**src/rtl/pwm_capture.sv**
```systemverilog
// rtl/pwm_capture.sv - measures period and high time of an asynchronous PWM line in clk cycles
module pwm_capture #(
  parameter int CNT_W       = 8,
  parameter int SYNC_STAGES = 2
) (
  input  logic             clk,
  input  logic             res_ni,
  input  logic             pwm_i,
  input  logic             en_i,
  output logic [CNT_W-1:0] period_o,
  output logic [CNT_W-1:0] high_o,
  output logic             valid_o,
  output logic             ovf_o,
  output logic             busy_o
);

  localparam logic [1:0] IDLE = 2'd0;
  localparam logic [1:0] ARM  = 2'd1;
  localparam logic [1:0] HIGH = 2'd2;
  localparam logic [1:0] LOW  = 2'd3;

  localparam logic [CNT_W-1:0] CNT_MAX = '1;
  localparam logic [CNT_W-1:0] CNT_ONE = CNT_W'(1);

  logic [SYNC_STAGES-1:0] r_sync;
  logic                   r_s_d;
  logic [1:0]             r_state;
  logic [CNT_W-1:0]       r_cnt;
  logic [CNT_W-1:0]       r_hi_cnt;
  logic [CNT_W-1:0]       r_period;
  logic [CNT_W-1:0]       r_high;
  logic                   r_valid;
  logic                   r_ovf;

  logic                   w_s;
  logic                   w_rise;
  logic                   w_fall;
  logic                   w_cnt_max;
  logic [CNT_W-1:0]       w_cnt_inc;

  assign w_s       = r_sync[SYNC_STAGES-1];
  assign w_rise    = w_s & ~r_s_d;
  assign w_fall    = ~w_s & r_s_d;
  assign w_cnt_max = (r_cnt == CNT_MAX);
  // Saturate so a fall exactly at the limit cannot wrap the count entering LOW.
  assign w_cnt_inc = w_cnt_max ? r_cnt : r_cnt + CNT_ONE;

  always_ff @(posedge clk or negedge res_ni) begin
    if (!res_ni) begin
      r_sync <= '0;
      r_s_d  <= 1'b0;
    end else begin
      r_sync <= {r_sync[SYNC_STAGES-2:0], pwm_i};
      r_s_d  <= w_s;
    end
  end

  always_ff @(posedge clk or negedge res_ni) begin
    if (!res_ni) begin
      r_state  <= IDLE;
      r_cnt    <= '0;
      r_hi_cnt <= '0;
      r_period <= '0;
      r_high   <= '0;
      r_valid  <= 1'b0;
      r_ovf    <= 1'b0;
    end else begin
      r_valid <= 1'b0;
      r_ovf   <= 1'b0;
      if (!en_i) begin
        r_state <= IDLE;
        r_cnt   <= '0;
      end else begin
        case (r_state)
          IDLE: begin
            r_cnt   <= '0;
            r_state <= ARM;
          end
          ARM: begin
            if (w_rise) begin
              r_cnt   <= CNT_ONE;
              r_state <= HIGH;
            end
          end
          HIGH: begin
            if (w_fall) begin
              r_hi_cnt <= r_cnt;
              r_cnt    <= w_cnt_inc;
              r_state  <= LOW;
            end else if (w_cnt_max) begin
              r_ovf   <= 1'b1;
              r_cnt   <= '0;
              r_state <= ARM;
            end else begin
              r_cnt <= w_cnt_inc;
            end
          end
          LOW: begin
            if (w_rise) begin
              r_period <= r_cnt;
              r_high   <= r_hi_cnt;
              r_valid  <= 1'b1;
              r_cnt    <= CNT_ONE;
              r_state  <= HIGH;
            end else if (w_cnt_max) begin
              r_ovf   <= 1'b1;
              r_cnt   <= '0;
              r_state <= ARM;
            end else begin
              r_cnt <= w_cnt_inc;
            end
          end
          default: begin
            r_state <= IDLE;
            r_cnt   <= '0;
          end
        endcase
      end
    end
  end

  assign period_o = r_period;
  assign high_o   = r_high;
  assign valid_o  = r_valid;
  assign ovf_o    = r_ovf;
  assign busy_o   = (r_state == HIGH) || (r_state == LOW);

endmodule

```
**config.mk**
```make
export PLATFORM = sky130hd
export DESIGN_NAME = pwm_capture
export DESIGN_NICKNAME = d
export VERILOG_FILES = /design/src/rtl/pwm_capture.sv
export SDC_FILE = /design/constraint.sdc
export NUM_CORES = 1
export LEC_CHECK = 0
export ABC_AREA = 1
export CAP_MARGIN = 20
export CORE_MARGIN = 2
export CORE_UTILIZATION = 50
export DETAILED_ROUTE_END_ITERATION = 16
export DONT_BUFFER_PORTS = 1
export GPL_TIMING_DRIVEN = 0
export PLACE_DENSITY = 0.71
export SKIP_LAST_GASP = 1
export SLEW_MARGIN = 20
export SYNTH_ARGS = -nofsm -noshare
export SYNTH_HDL_FRONTEND = slang
export SYNTH_SLANG_ARGS = --single-unit
```
**constraint.sdc**
```tcl
create_clock -name clk -period 2 [get_ports clk]
set_input_delay 0.2 -clock clk [delete_from_list [all_inputs] [get_ports clk]]
set_output_delay 0.2 -clock clk [all_outputs]
set_load 0.05 [all_outputs]
```
### Word-level counts from Yosys, hierarchy flattened

Cells that the tools add are included.

* flip-flop bits (word level): 39
* bits of input ports: 4
* word-level logic and storage cells: 44

* add/subtract/negate cells: 1
* equality and inequality tests: 5
* multiplexer cells: 21
* bitwise gates (word level): 4
* reduce and logical (&&, ||, !) cells: 4

Operators with widths (count)
* 8-bit 2-to-1 mux: 6
* 8-bit case mux with 4 select lines: 1
* 2-bit 2-to-1 mux: 5
* 8-bit by 1-bit adder with 8-bit output (second input constant): 1
* 8-bit == test (second input constant): 1
* 2-bit case mux with 4 select lines: 1
* 1-bit 2-to-1 mux: 7
* 3-bit AND reduction: 2
* 2-bit == test (second input constant): 2
* 3-bit != test (second input constant): 1
* 1-bit bitwise AND: 2
* 2-bit by 1-bit == test with 1-bit output (second input constant): 1
* 2-bit zero test: 1
* 1-bit NOT: 2
* 1-bit case mux with 2 select lines: 1
* 1-bit logical OR: 1

### Logic depth before layout (Yosys ltp)

* depth in word-level cells: 6
* depth in mapped cells: 10
* gate-level depth less buffers: 10

### Worst setup path before layout

No wires, ideal clock.

* kind: reg2reg
* from: reg r_cnt[0]
* to: reg r_cnt[0]
* library setup time: 127 ps
* arrival: 1364 ps
* required time: 1873 ps
* setup slack: 509 ps
* stages on the path, launching flop included: 9
* cells stage by stage: dfrtp_1 -> ha_1 -> nand2_2 -> nor2_4 -> nand2_4 -> ha_1 -> nand3_1 -> nand3_1 -> o21ai_0

* cells in the longest elaborated chain, start to end: 6
* elaborated cells on any way between the ends: 8
* those cells by class: add/sub (1); eq/ne (1); mux (6)

RTL lines
* start, declared: RTL line 28 `logic [CNT_W-1:0] r_cnt;`
* start signal, assigned: RTL line 88 `r_cnt <= w_cnt_inc;`
* start signal, assigned: RTL line 95 `r_cnt <= w_cnt_inc;`
* start signal, assigned: RTL line 110 `r_cnt <= w_cnt_inc;`
* 8-bit by 1-bit adder with 8-bit output / 8-bit == test (equally long branches): RTL line 46, 44
* 8-bit 2-to-1 mux: RTL line 46 `assign w_cnt_inc = w_cnt_max ? r_cnt : r_cnt + CNT_ONE;`
* 8-bit 2-to-1 mux: RTL line 90, 105
* 8-bit 2-to-1 mux, on equally long branches: RTL line 99, 86
* 8-bit case mux with 4 select lines *: RTL line 74 `case (r_state)`
* 8-bit 2-to-1 mux *: RTL line 70 `if (!en_i) begin`

Mark *: on every way between the ends. The rest lies on a longest branch, timed or not.
A chain may end at the register's enable or synchronous reset.

### Worst setup path after layout

Same ends and word-level chain as after synthesis.

==> key figures <==
Critical path
  • Flop2flop setup slack: 0.30 ns
  • Maximum fanout along the worst path: 10
  • CP Launch Point: r_cnt[0]
  • Element type at the critical path end: flop
  • R2r startpoint: r_cnt[0]
  • CP startpoint kind: flop
  • Crit path to: r_cnt[0]
  • Critical path type: reg -> reg
  • Critical path depth: 8
  • Cell with the largest stage delay on the worst path: dfrtp_1
  • Worst r2r path cells: 8
  • Max stage delay on crit path: 0.44 ns
  • Critical Path AT: 1.87 ns
  • CP required: 2.17 ns
  • Crit path buf inv count: 0
  • Critical path's top delay family: adder cells
  • Worst-path cell chain: ha_1 > nand2_2 > nor2_4 > nand2_4 > ha_1 > nand3_1 > nand3_1 > o21ai_0
  • Critical R2R Capture: r_cnt[0]

Yosys
  • Post-Syn Area per Cell: 8.963 um2
  • Ys Warns: 0
  • Post-synth EDFFs: 0
  • Mapped Cells: 208
  • Sequential share of the synthesized area: 52.35%
  • Yosys cell types: 21
  • Net count after synthesis: 214
  • Synth top area cells: dfrtp_1 52%, nand2_1 12%, o21ai_2 7.5%, inv_1 4.8%, o21ai_0 4.0%
  • Post-synth ARST share: 100.0%
  • Ys flop type: dfrtp_1
  • Yosys top cell by area: dfrtp_1
  • Most frequent cells after synthesis: 60 x nand2_1, 39 x dfrtp_1, 24 x inv_1
  • Count leader, synth: nand2_1
  • Mapped Area: 1864 um2
  • Register bit count reported by yosys: 39
  • Share of the synthesized area in the top cell type: 52.35%

Global route
  • Vias in the first global route: 1294
  • Largest net degree at the start of global routing: 40
  • Remaining global-route overflow: 0
  • Initial antenna violation count: 0
  • First-pass GRT wire length: 5865 um
  • Total GRT Usage: 18.59%

Outcome
  • Status: finished clean

Power and ir drop
  • Total power: 2782 uW
  • P per Cell Area: 1336 nW/um2
  • Max rail drop VDD: 0.5480 mV
  • P_leak: 0.001057 uW

Route
  • Final wirelength: 3324 um
  • Residual DRC: 0
  • Post-DR wirelength/cell: 12.45 um
  • Total number of vias: 1321
  • Routed Antenna Nets: 0
  • DR pass1 iterations: 4
  • Initial DRC count: 59
  • Via-per-instance ratio: 4.948

STA
  • Setup Skew: 0.003837 ns
  • Unrepaired setup endpoints after global routing: no
  • Slew Viols, Final: 0
  • Fmax: 588.3 MHz
  • Worst Tran Pin Value: 0.4888 ns
  • TNS Setup: 0 ns
  • Finish-stage setup viols: 0
  • Fin crit period: 1.700 ns
  • Slew HR: 67.41%
  • Crit share post-route: 84.99%
  • Number of failing hold endpoints at the final stage: 0
  • Hold_ws: 0.01976 ns

Place
  • Dpl hpwl: 2398 um
  • Routability-driven placement congestion ratio: 0.8653
  • # port buffers: 0

Floorplanning
  • Die ar.: 4233 um2
  • Row cnt: 22
  • Die Y: 65.06 um
  • Initial core utilization: 51.31%
  • Die span in x: 65.06 um
  • Ports: 23
  • Core ar.: 3633 um2

Clock network
  • CTS buffer count: 5
  • Clock sink total: 39
  • Hold-fix buffers, CTS: 3
  • Worst-Skew Late Latency: 0.29 ns
  • CTS tree: yes
  • H-tree Lvls: 2
  • Clock Path Buffers: 2
  • CTS resizes: 0
  • Clock slew at reported path FFs: 0.07 ns
  • Clk root buf: clkbuf_8
  • Setup Fix Bufs, Post-CTS: 0

Min path
  • Hold crit path type: in -> reg

Layout
  • Area delta synth->final: 11.68%
  • Share of cells above drive strength 1: 21.46%
  • Fin nets: 224
  • Fillers: 335
  • Diode count: 0

Flow run
  • Maxcap violations: 0
[worst min path at each step]
stage | start | end | slack (ns) | cells past startpoint
2_1_floorplan | res_ni | high_o[0] | -0.1 | 0
6_report | en_i | r_cnt[4] | 0.02 | 2
4_1_cts | en_i | r_cnt[4] | 0.01 | 2
5_1_grt | en_i | r_cnt[4] | 0.02 | 2
3_3_place_gp | res_ni | high_o[0] | -0.09 | 0
3_5_place_dp | res_ni | high_o[4] | -0.09 | 0
[power breakdown]
part	internal [uW]	switching [uW]	total [uW]
clock	403	271	675
combinational	184	307	491
sequential	998	618	1620
total	1590	1200	2780
[state kept, by name, summed over array words and instances, names as in the netlist]
signal / count
high_o: 8
ovf_o: 1
period_o: 8
r_cnt: 8
r_hi_cnt: 8
r_s_d: 1
r_state: 2
r_sync: 2
valid_o: 1
[placed cells by master, fill, tap and decap left out, drive strengths merged]
| cell type | count |
|---|---|
| o21ai | 32 |
| nand4 | 2 |
| a21boi | 1 |
| dfrtp | 39 |
| nand3 | 15 |
| nand2 | 65 |
| inv | 30 |
| clkinv | 1 |
| nor2 | 15 |
| dlygate4sd3 | 2 |
| nor3 | 1 |
| a21oi | 1 |
| ha | 2 |
| bufinv | 1 |
| buf | 6 |
| clkbuf | 6 |
[cells by family after synthesis]
family	after synthesis	synth area share, %
AOI/OAI and AO/OA	34	12.48
adders and majority gates	2	1.342
buffers and inverters	35	8.725
DFF	39	52.35
and+or+nand+nor	98	25.10
[routing by layer]
layer  global-route usage, %  vias up  share of wire (%)
li1                        -      671                  -
met1                   24.38      619                 47
met2                   29.25       26                 47
met3                   4.340        5                4.3
met4                   8.594        0                1.8
met5                       0        -                  0
[layout make-up]
class / instances / area (um2) / share of cell area [%]
flip-flops and latches: 39 / 975.9 / 46.87
clock inverters: 2 / 35.03 / 1.683
clock buffers: 6 / 82.58 / 3.966
repair buffers: 3 / 40.04 / 1.923
inverters: 30 / 112.6 / 5.409
multi-input cells: 134 / 725.7 / 34.86
plain buffers: 5 / 50.05 / 2.404
well taps: 48 / 60.06 / 2.885
[stage by stage]
step                util, %  area [um2]  worst slack, ns  std cells
floorplan                 -        1864           0.5090        208
global placement      52.96        1924           0.3200        256
detailed placement    52.96        1924           0.3092        256
CTS                   57.30        2082           0.2996        267
global route          57.30        2082           0.1577        267
finish                57.30        2082           0.3002        267
No activity file was read; power rests on OpenSTA's default activity.
